--- config.mk ---
export PLATFORM = sky130hd
export DESIGN_NAME = secure_subsys_axi_isolate_ctrl
export DESIGN_NICKNAME = d
export VERILOG_FILES = /design/src/rtl/secure_subsys_axi_isolate_ctrl.sv
export SDC_FILE = /design/constraint.sdc
export NUM_CORES = 1
export LEC_CHECK = 0
export CAP_MARGIN = 5
export CORE_AREA = 2 2 40 42
export DETAILED_ROUTE_END_ITERATION = 8
export DIE_AREA = 0 0 42 44
export PLACE_DENSITY_LB_ADDON = 0.08
export SYNTH_ARGS = -nofsm -noshare
export SYNTH_HDL_FRONTEND = slang
export SYNTH_SLANG_ARGS = --single-unit
--- constraint.sdc ---
create_clock -name clk_i -period 5.6 [get_ports clk_i]
set_input_delay 1.68 -clock clk_i [delete_from_list [all_inputs] [get_ports clk_i]]
set_output_delay 1.68 -clock clk_i [all_outputs]
set_load 0.01 [all_outputs]
--- src/rtl/secure_subsys_axi_isolate_ctrl.sv ---
// AXI master-port traffic controller: caps outstanding AW/AR, drains and isolates on request.
// Optional drain timeout is compiled in with `define AXI_ISO_TIMEOUT_EN.
module secure_subsys_axi_isolate_ctrl #(
    parameter int unsigned MaxTrans      = 2,
    parameter int unsigned TimeoutCycles = 1024
) (
    input  logic clk_i,
    input  logic rst_ni,
    input  logic isolate_req_i,
    output logic isolated_o,
    output logic timeout_o,
    output logic proto_err_o,
    input  logic s_aw_valid_i,
    output logic s_aw_ready_o,
    output logic m_aw_valid_o,
    input  logic m_aw_ready_i,
    input  logic s_w_valid_i,
    output logic s_w_ready_o,
    output logic m_w_valid_o,
    input  logic m_w_ready_i,
    output logic s_b_valid_o,
    input  logic s_b_ready_i,
    input  logic m_b_valid_i,
    output logic m_b_ready_o,
    input  logic s_ar_valid_i,
    output logic s_ar_ready_o,
    output logic m_ar_valid_o,
    input  logic m_ar_ready_i,
    output logic s_r_valid_o,
    input  logic s_r_ready_i,
    input  logic m_r_valid_i,
    output logic m_r_ready_o,
    input  logic m_r_last_i
);

    localparam int unsigned CntW = $clog2(MaxTrans + 1);
    localparam logic [CntW-1:0] CntMax = CntW'(MaxTrans);

    typedef enum logic [1:0] {StRun, StDrain, StIsolated} state_e;

    state_e          state_q, state_d;
    logic [CntW-1:0] wr_cnt_q, wr_cnt_d, rd_cnt_q, rd_cnt_d;
    logic            isolated_q, isolated_d;
    logic            aw_open, ar_open, aw_hs, ar_hs, b_hs, r_last_hs;
    logic            wr_err, rd_err, cnt_idle, timer_exp;

    // Gating depends only on registered state, so there is no valid->ready comb path.
    assign aw_open   = (state_q == StRun) && (wr_cnt_q < CntMax);
    assign ar_open   = (state_q == StRun) && (rd_cnt_q < CntMax);
    assign cnt_idle  = (wr_cnt_q == '0) && (rd_cnt_q == '0);

    assign m_aw_valid_o = s_aw_valid_i & aw_open;
    assign s_aw_ready_o = m_aw_ready_i & aw_open;
    assign m_ar_valid_o = s_ar_valid_i & ar_open;
    assign s_ar_ready_o = m_ar_ready_i & ar_open;

    assign m_w_valid_o = s_w_valid_i;
    assign s_w_ready_o = m_w_ready_i;
    assign s_b_valid_o = m_b_valid_i;
    assign m_b_ready_o = s_b_ready_i;
    assign s_r_valid_o = m_r_valid_i;
    assign m_r_ready_o = s_r_ready_i;

    assign aw_hs     = s_aw_valid_i & m_aw_ready_i & aw_open;
    assign ar_hs     = s_ar_valid_i & m_ar_ready_i & ar_open;
    assign b_hs      = m_b_valid_i & s_b_ready_i;
    assign r_last_hs = m_r_valid_i & s_r_ready_i & m_r_last_i;

    always_comb begin
        wr_cnt_d = wr_cnt_q;
        rd_cnt_d = rd_cnt_q;
        wr_err   = 1'b0;
        rd_err   = 1'b0;
        if (aw_hs && !b_hs) begin
            wr_cnt_d = wr_cnt_q + CntW'(1);
        end else if (!aw_hs && b_hs) begin
            if (wr_cnt_q == '0) wr_err = 1'b1;
            else                wr_cnt_d = wr_cnt_q - CntW'(1);
        end
        if (ar_hs && !r_last_hs) begin
            rd_cnt_d = rd_cnt_q + CntW'(1);
        end else if (!ar_hs && r_last_hs) begin
            if (rd_cnt_q == '0) rd_err = 1'b1;
            else                rd_cnt_d = rd_cnt_q - CntW'(1);
        end
    end

    assign proto_err_o = wr_err | rd_err;

`ifdef AXI_ISO_TIMEOUT_EN
    localparam int unsigned TmrW = $clog2(TimeoutCycles);
    localparam logic [TmrW-1:0] TmrLast = TmrW'(TimeoutCycles - 1);

    logic [TmrW-1:0] timer_q, timer_d;
    logic            timeout_q, timeout_d;

    assign timer_exp = (timer_q == TmrLast);

    always_comb begin
        timer_d   = (state_q == StDrain && state_d == StDrain) ? timer_q + TmrW'(1) : '0;
        timeout_d = timeout_q;
        if (state_d != StIsolated) begin
            timeout_d = 1'b0;
        end else if (state_q == StDrain && !cnt_idle) begin
            // Leaving DRAIN with work outstanding can only be the forced timeout path.
            timeout_d = 1'b1;
        end
    end

    always_ff @(posedge clk_i or negedge rst_ni) begin
        if (!rst_ni) begin
            timer_q   <= '0;
            timeout_q <= 1'b0;
        end else begin
            timer_q   <= timer_d;
            timeout_q <= timeout_d;
        end
    end

    assign timeout_o = timeout_q;
`else
    assign timer_exp = 1'b0;
    assign timeout_o = 1'b0;
`endif

    always_comb begin
        state_d = state_q;
        unique case (state_q)
            StRun: begin
                // Already idle with nothing accepted this cycle: isolate without a DRAIN stop.
                if (isolate_req_i) begin
                    state_d = (cnt_idle && !aw_hs && !ar_hs) ? StIsolated : StDrain;
                end
            end
            StDrain: begin
                if (!isolate_req_i)  state_d = StRun;
                else if (cnt_idle)   state_d = StIsolated;
                else if (timer_exp)  state_d = StIsolated;
            end
            StIsolated: begin
                if (!isolate_req_i) state_d = StRun;
            end
            default: state_d = StRun;
        endcase
        isolated_d = (state_d == StIsolated);
    end

    always_ff @(posedge clk_i or negedge rst_ni) begin
        if (!rst_ni) begin
            state_q    <= StRun;
            wr_cnt_q   <= '0;
            rd_cnt_q   <= '0;
            isolated_q <= 1'b0;
        end else begin
            state_q    <= state_d;
            wr_cnt_q   <= wr_cnt_d;
            rd_cnt_q   <= rd_cnt_d;
            isolated_q <= isolated_d;
        end
    end

    assign isolated_o = isolated_q;

endmodule

==> run metrics <==
outcome completed; worst vdd ir approximately 0.25 mV; Power Density 394 nW/um^2; CTS tree built; WL/cell 11.1 um; # Max-Cap Violations 0; largest net degree at the start of global routing 9; largest area contributor in the synthesized netlist dfrtp_1; post-layout min period 5220 ps; CP Launch Point m_aw_ready_i; setup tns final 0 ps; FF-to-FF Start state_q[1]$_DFF_PN0_; Port Buf Inserts 21; slowest CP cell clkdlybuf4s50_1; H-tree depth 1; Mapped Nets 82; Longest Clk Path Bufs 2; layout cell share with drive strength beyond 1 8.54%; RSZ-0062 raised after global routing no; leakage power 0.365 nW; number of fill cells 140; count leader, synth inv_1; vias in the first global route 438; post-cts hold buffer count 0; Primary FF master, synth dfrtp_1; Synth Instances 64; CTS buffer count 3; R2R setup slack 3830 ps; Post-Route WL approximately 1100 um; ANT cells 0; clock slew at reported path FFs approximately 50 ps; Net Switching 0.000112 W; worst-path cell chain clkdlybuf4s50_1 -> nor2b_1 -> nand3_1 -> inv_1 -> ha_1 -> nor4b_1 -> a31o_2 -> clkdlybuf4s50_1; DRC 0; YS warnings 0; crit-path max FO 5; EDFF count, synth 0; sequential power share 33.4%; DRT iter0 DRCs 3; First-pass DRT Iterations 3; GRT Total Usage 14.4%; top cells by area, synth dfrtp_1 32%, buf_4 9.6%, ha_1 9.2%; chip height 44 um; CTS resizes 0; sequential element share of the synthesized area 32.0%; Internal Pwr Total 0.000184 W; io pins 27; first-pass GRT wire length 1870 um; num rows 14; # setup viols final 0; core area 1420 um^2; hold crit path type reg -> reg; Fmax 192 MHz; DP Area 724 um^2; Final Hold Vio Count 0; P&R area growth vs syn 37.3%; clock power share 15.3%; Post-CTS Repair Setup Buffers 0; post-synthesis cell area 547 um^2; Die ar. roughly 1800 um^2; Cell variety after synth 24; post-route cell area about 750 um^2; worst endpoint required time 3920 ps; most frequent CP cell clkdlybuf4s50_1; routed vias 487; initial antenna violation count 0; R2R Path End rd_cnt_q[1]$_DFFE_PN0P_; die width 42 um; Critical Path End proto_err_o; CP Data Arrival Time around 3500 ps; combinational power share 51.3%; root buffer cell clkbuf_4; CP Capture Type output pin; Switching Fraction 37.9%; global route total overflow 0; top cell type's share of synthesized area 32.0%; Placer Congestion ~0.62; Worst setup SP type input pin; flop and latch count out of synthesis 7; clk_skew 6.46 ps; most instantiated cells after synthesis 8 x inv_1, 7 x buf_4, 7 x dfrtp_1, 6 x nand2_1; Period Utilization, post-route 93.2%; fin nets between 100 and 150; Avg Vias per Cell 4.97; R2R depth 6; initial core utilization 38.5%; Clock Sink Count 7; max-slew violation count 0; syn avg cell area 8.54 um^2; Setup CP Type in -> out; async set-reset flop share out of synthesis 100%; Final ANT Viol Nets 0; CP max stage delay roughly 530 ps; Clock Latency Late Sink ~250 ps; HPWL Detailed 924 um
layer usage:
layer	vias to the layer above	part of all wire [%]	GRT usage, %
li1	245	-	-
met1	227	44	17.3
met2	13	50	21.6
met3	2	6.0	8.75
met4	0	0.55	3.87
met5	-	0	0
worst max-delay path, delay by kind of cell:
kind / cells / cell delay, ps
buffers and inverters: 3 / 960
AND/OR/NAND/NOR: 3 / 510
adder cells (fa/ha/maj): 1 / 240
AO/OA/AOI/OAI: 1 / 140
per-stage QoR:
stage | hold WS (ps) | setup WS, ps | power (W) | cells | util [%]
5_1_grt | 649 | 251 | 0.000324 | 98 | 52.9
4_1_cts | 596 | 369 | 0.000300 | 98 | 52.9
3_5_place_dp | 585 | 374 | 0.000253 | 94 | 51.1
2_1_floorplan | 536 | 1330 | 0.000191 | 64 | -
3_3_place_gp | 579 | 387 | 0.000251 | 94 | 51.1
6_report | 600 | 378 | 0.000296 | 98 | 52.9
state kept, by name, summed over array words and instances (netlist names):
register    count
rd_cnt_q        2
state_q         2
wr_cnt_q        2
isolated_o      1
logic make-up (layout without fill, tap and decap cells):
group / after synthesis / in the layout / synth area share (%)
and+or+nand+nor: 26 / 26 / 29.7
buffers and inverters: 15 / 33 / 15.1
AOI/OAI and AO/OA: 10 / 10 / 11.2
DFF: 7 / 7 / 32.0
adders and majority gates: 4 / 4 / 9.15
other: 1 / 1 / 0.686
muxes: 1 / 1 / 2.06
power groups by stage:
stage                     clock (W)  combinational (W)  sequential (W)
after floorplan                   0          0.0000962       0.0000946
after global placement            0           0.000151       0.0000997
after detailed placement          0           0.000153       0.0000997
after CTS                 0.0000467           0.000154       0.0000993
after global routing      0.0000523           0.000168        0.000103
final                     0.0000453           0.000152       0.0000986
worst min path at each step:
| stage | from | end | slack [ps] | cells past startpoint |
|---|---|---|---|---|
| 5_1_grt | wr_cnt_q[0]$_DFFE_PN0P_ | wr_cnt_q[1]$_DFFE_PN0P_ | 650 | 2 |
| 2_1_floorplan | wr_cnt_q[0]$_DFFE_PN0P_ | wr_cnt_q[0]$_DFFE_PN0P_ | 540 | 2 |
| 6_report | wr_cnt_q[0]$_DFFE_PN0P_ | wr_cnt_q[0]$_DFFE_PN0P_ | 600 | 2 |
| 4_1_cts | wr_cnt_q[0]$_DFFE_PN0P_ | wr_cnt_q[0]$_DFFE_PN0P_ | 600 | 2 |
| 3_5_place_dp | wr_cnt_q[0]$_DFFE_PN0P_ | wr_cnt_q[0]$_DFFE_PN0P_ | 580 | 2 |
| 3_3_place_gp | wr_cnt_q[0]$_DFFE_PN0P_ | wr_cnt_q[0]$_DFFE_PN0P_ | 580 | 2 |
final cells by class:
class | instances | area, um^2 | area share (%)
Clock buffer | 4 | 26.3 | 3.50
Inverter | 8 | 30.0 | 4.00
Multi-Input combinational cell | 42 | 289 | 38.5
Sequential cell | 7 | 175 | 23.3
Tap cell | 16 | 20.0 | 2.67
Timing Repair Buffer | 21 | 210 | 28.0
cells in the final DEF, fill, tap and decap left out:
cell type         n
and2_1            1
nor3b_1           2
o21ai_0           3
nor2b_1           3
dfrtp_1           7
and3_1            3
mux2_2            1
nor4b_1           1
clkdlybuf4s50_1  21
a31o_2            1
nand3_1           2
a21oi_1           3
clkbuf_4          3
nor2_1            4
clkbuf_1          1
conb_1            1
inv_1             8
nand2b_1          1
nor4b_4           1
a21o_1            1
nor3_1            1
o22ai_1           1
nand2_1           6
nor4_2            1
a32oi_1           1
ha_1              4
Power figures use the tool's default switching activity.
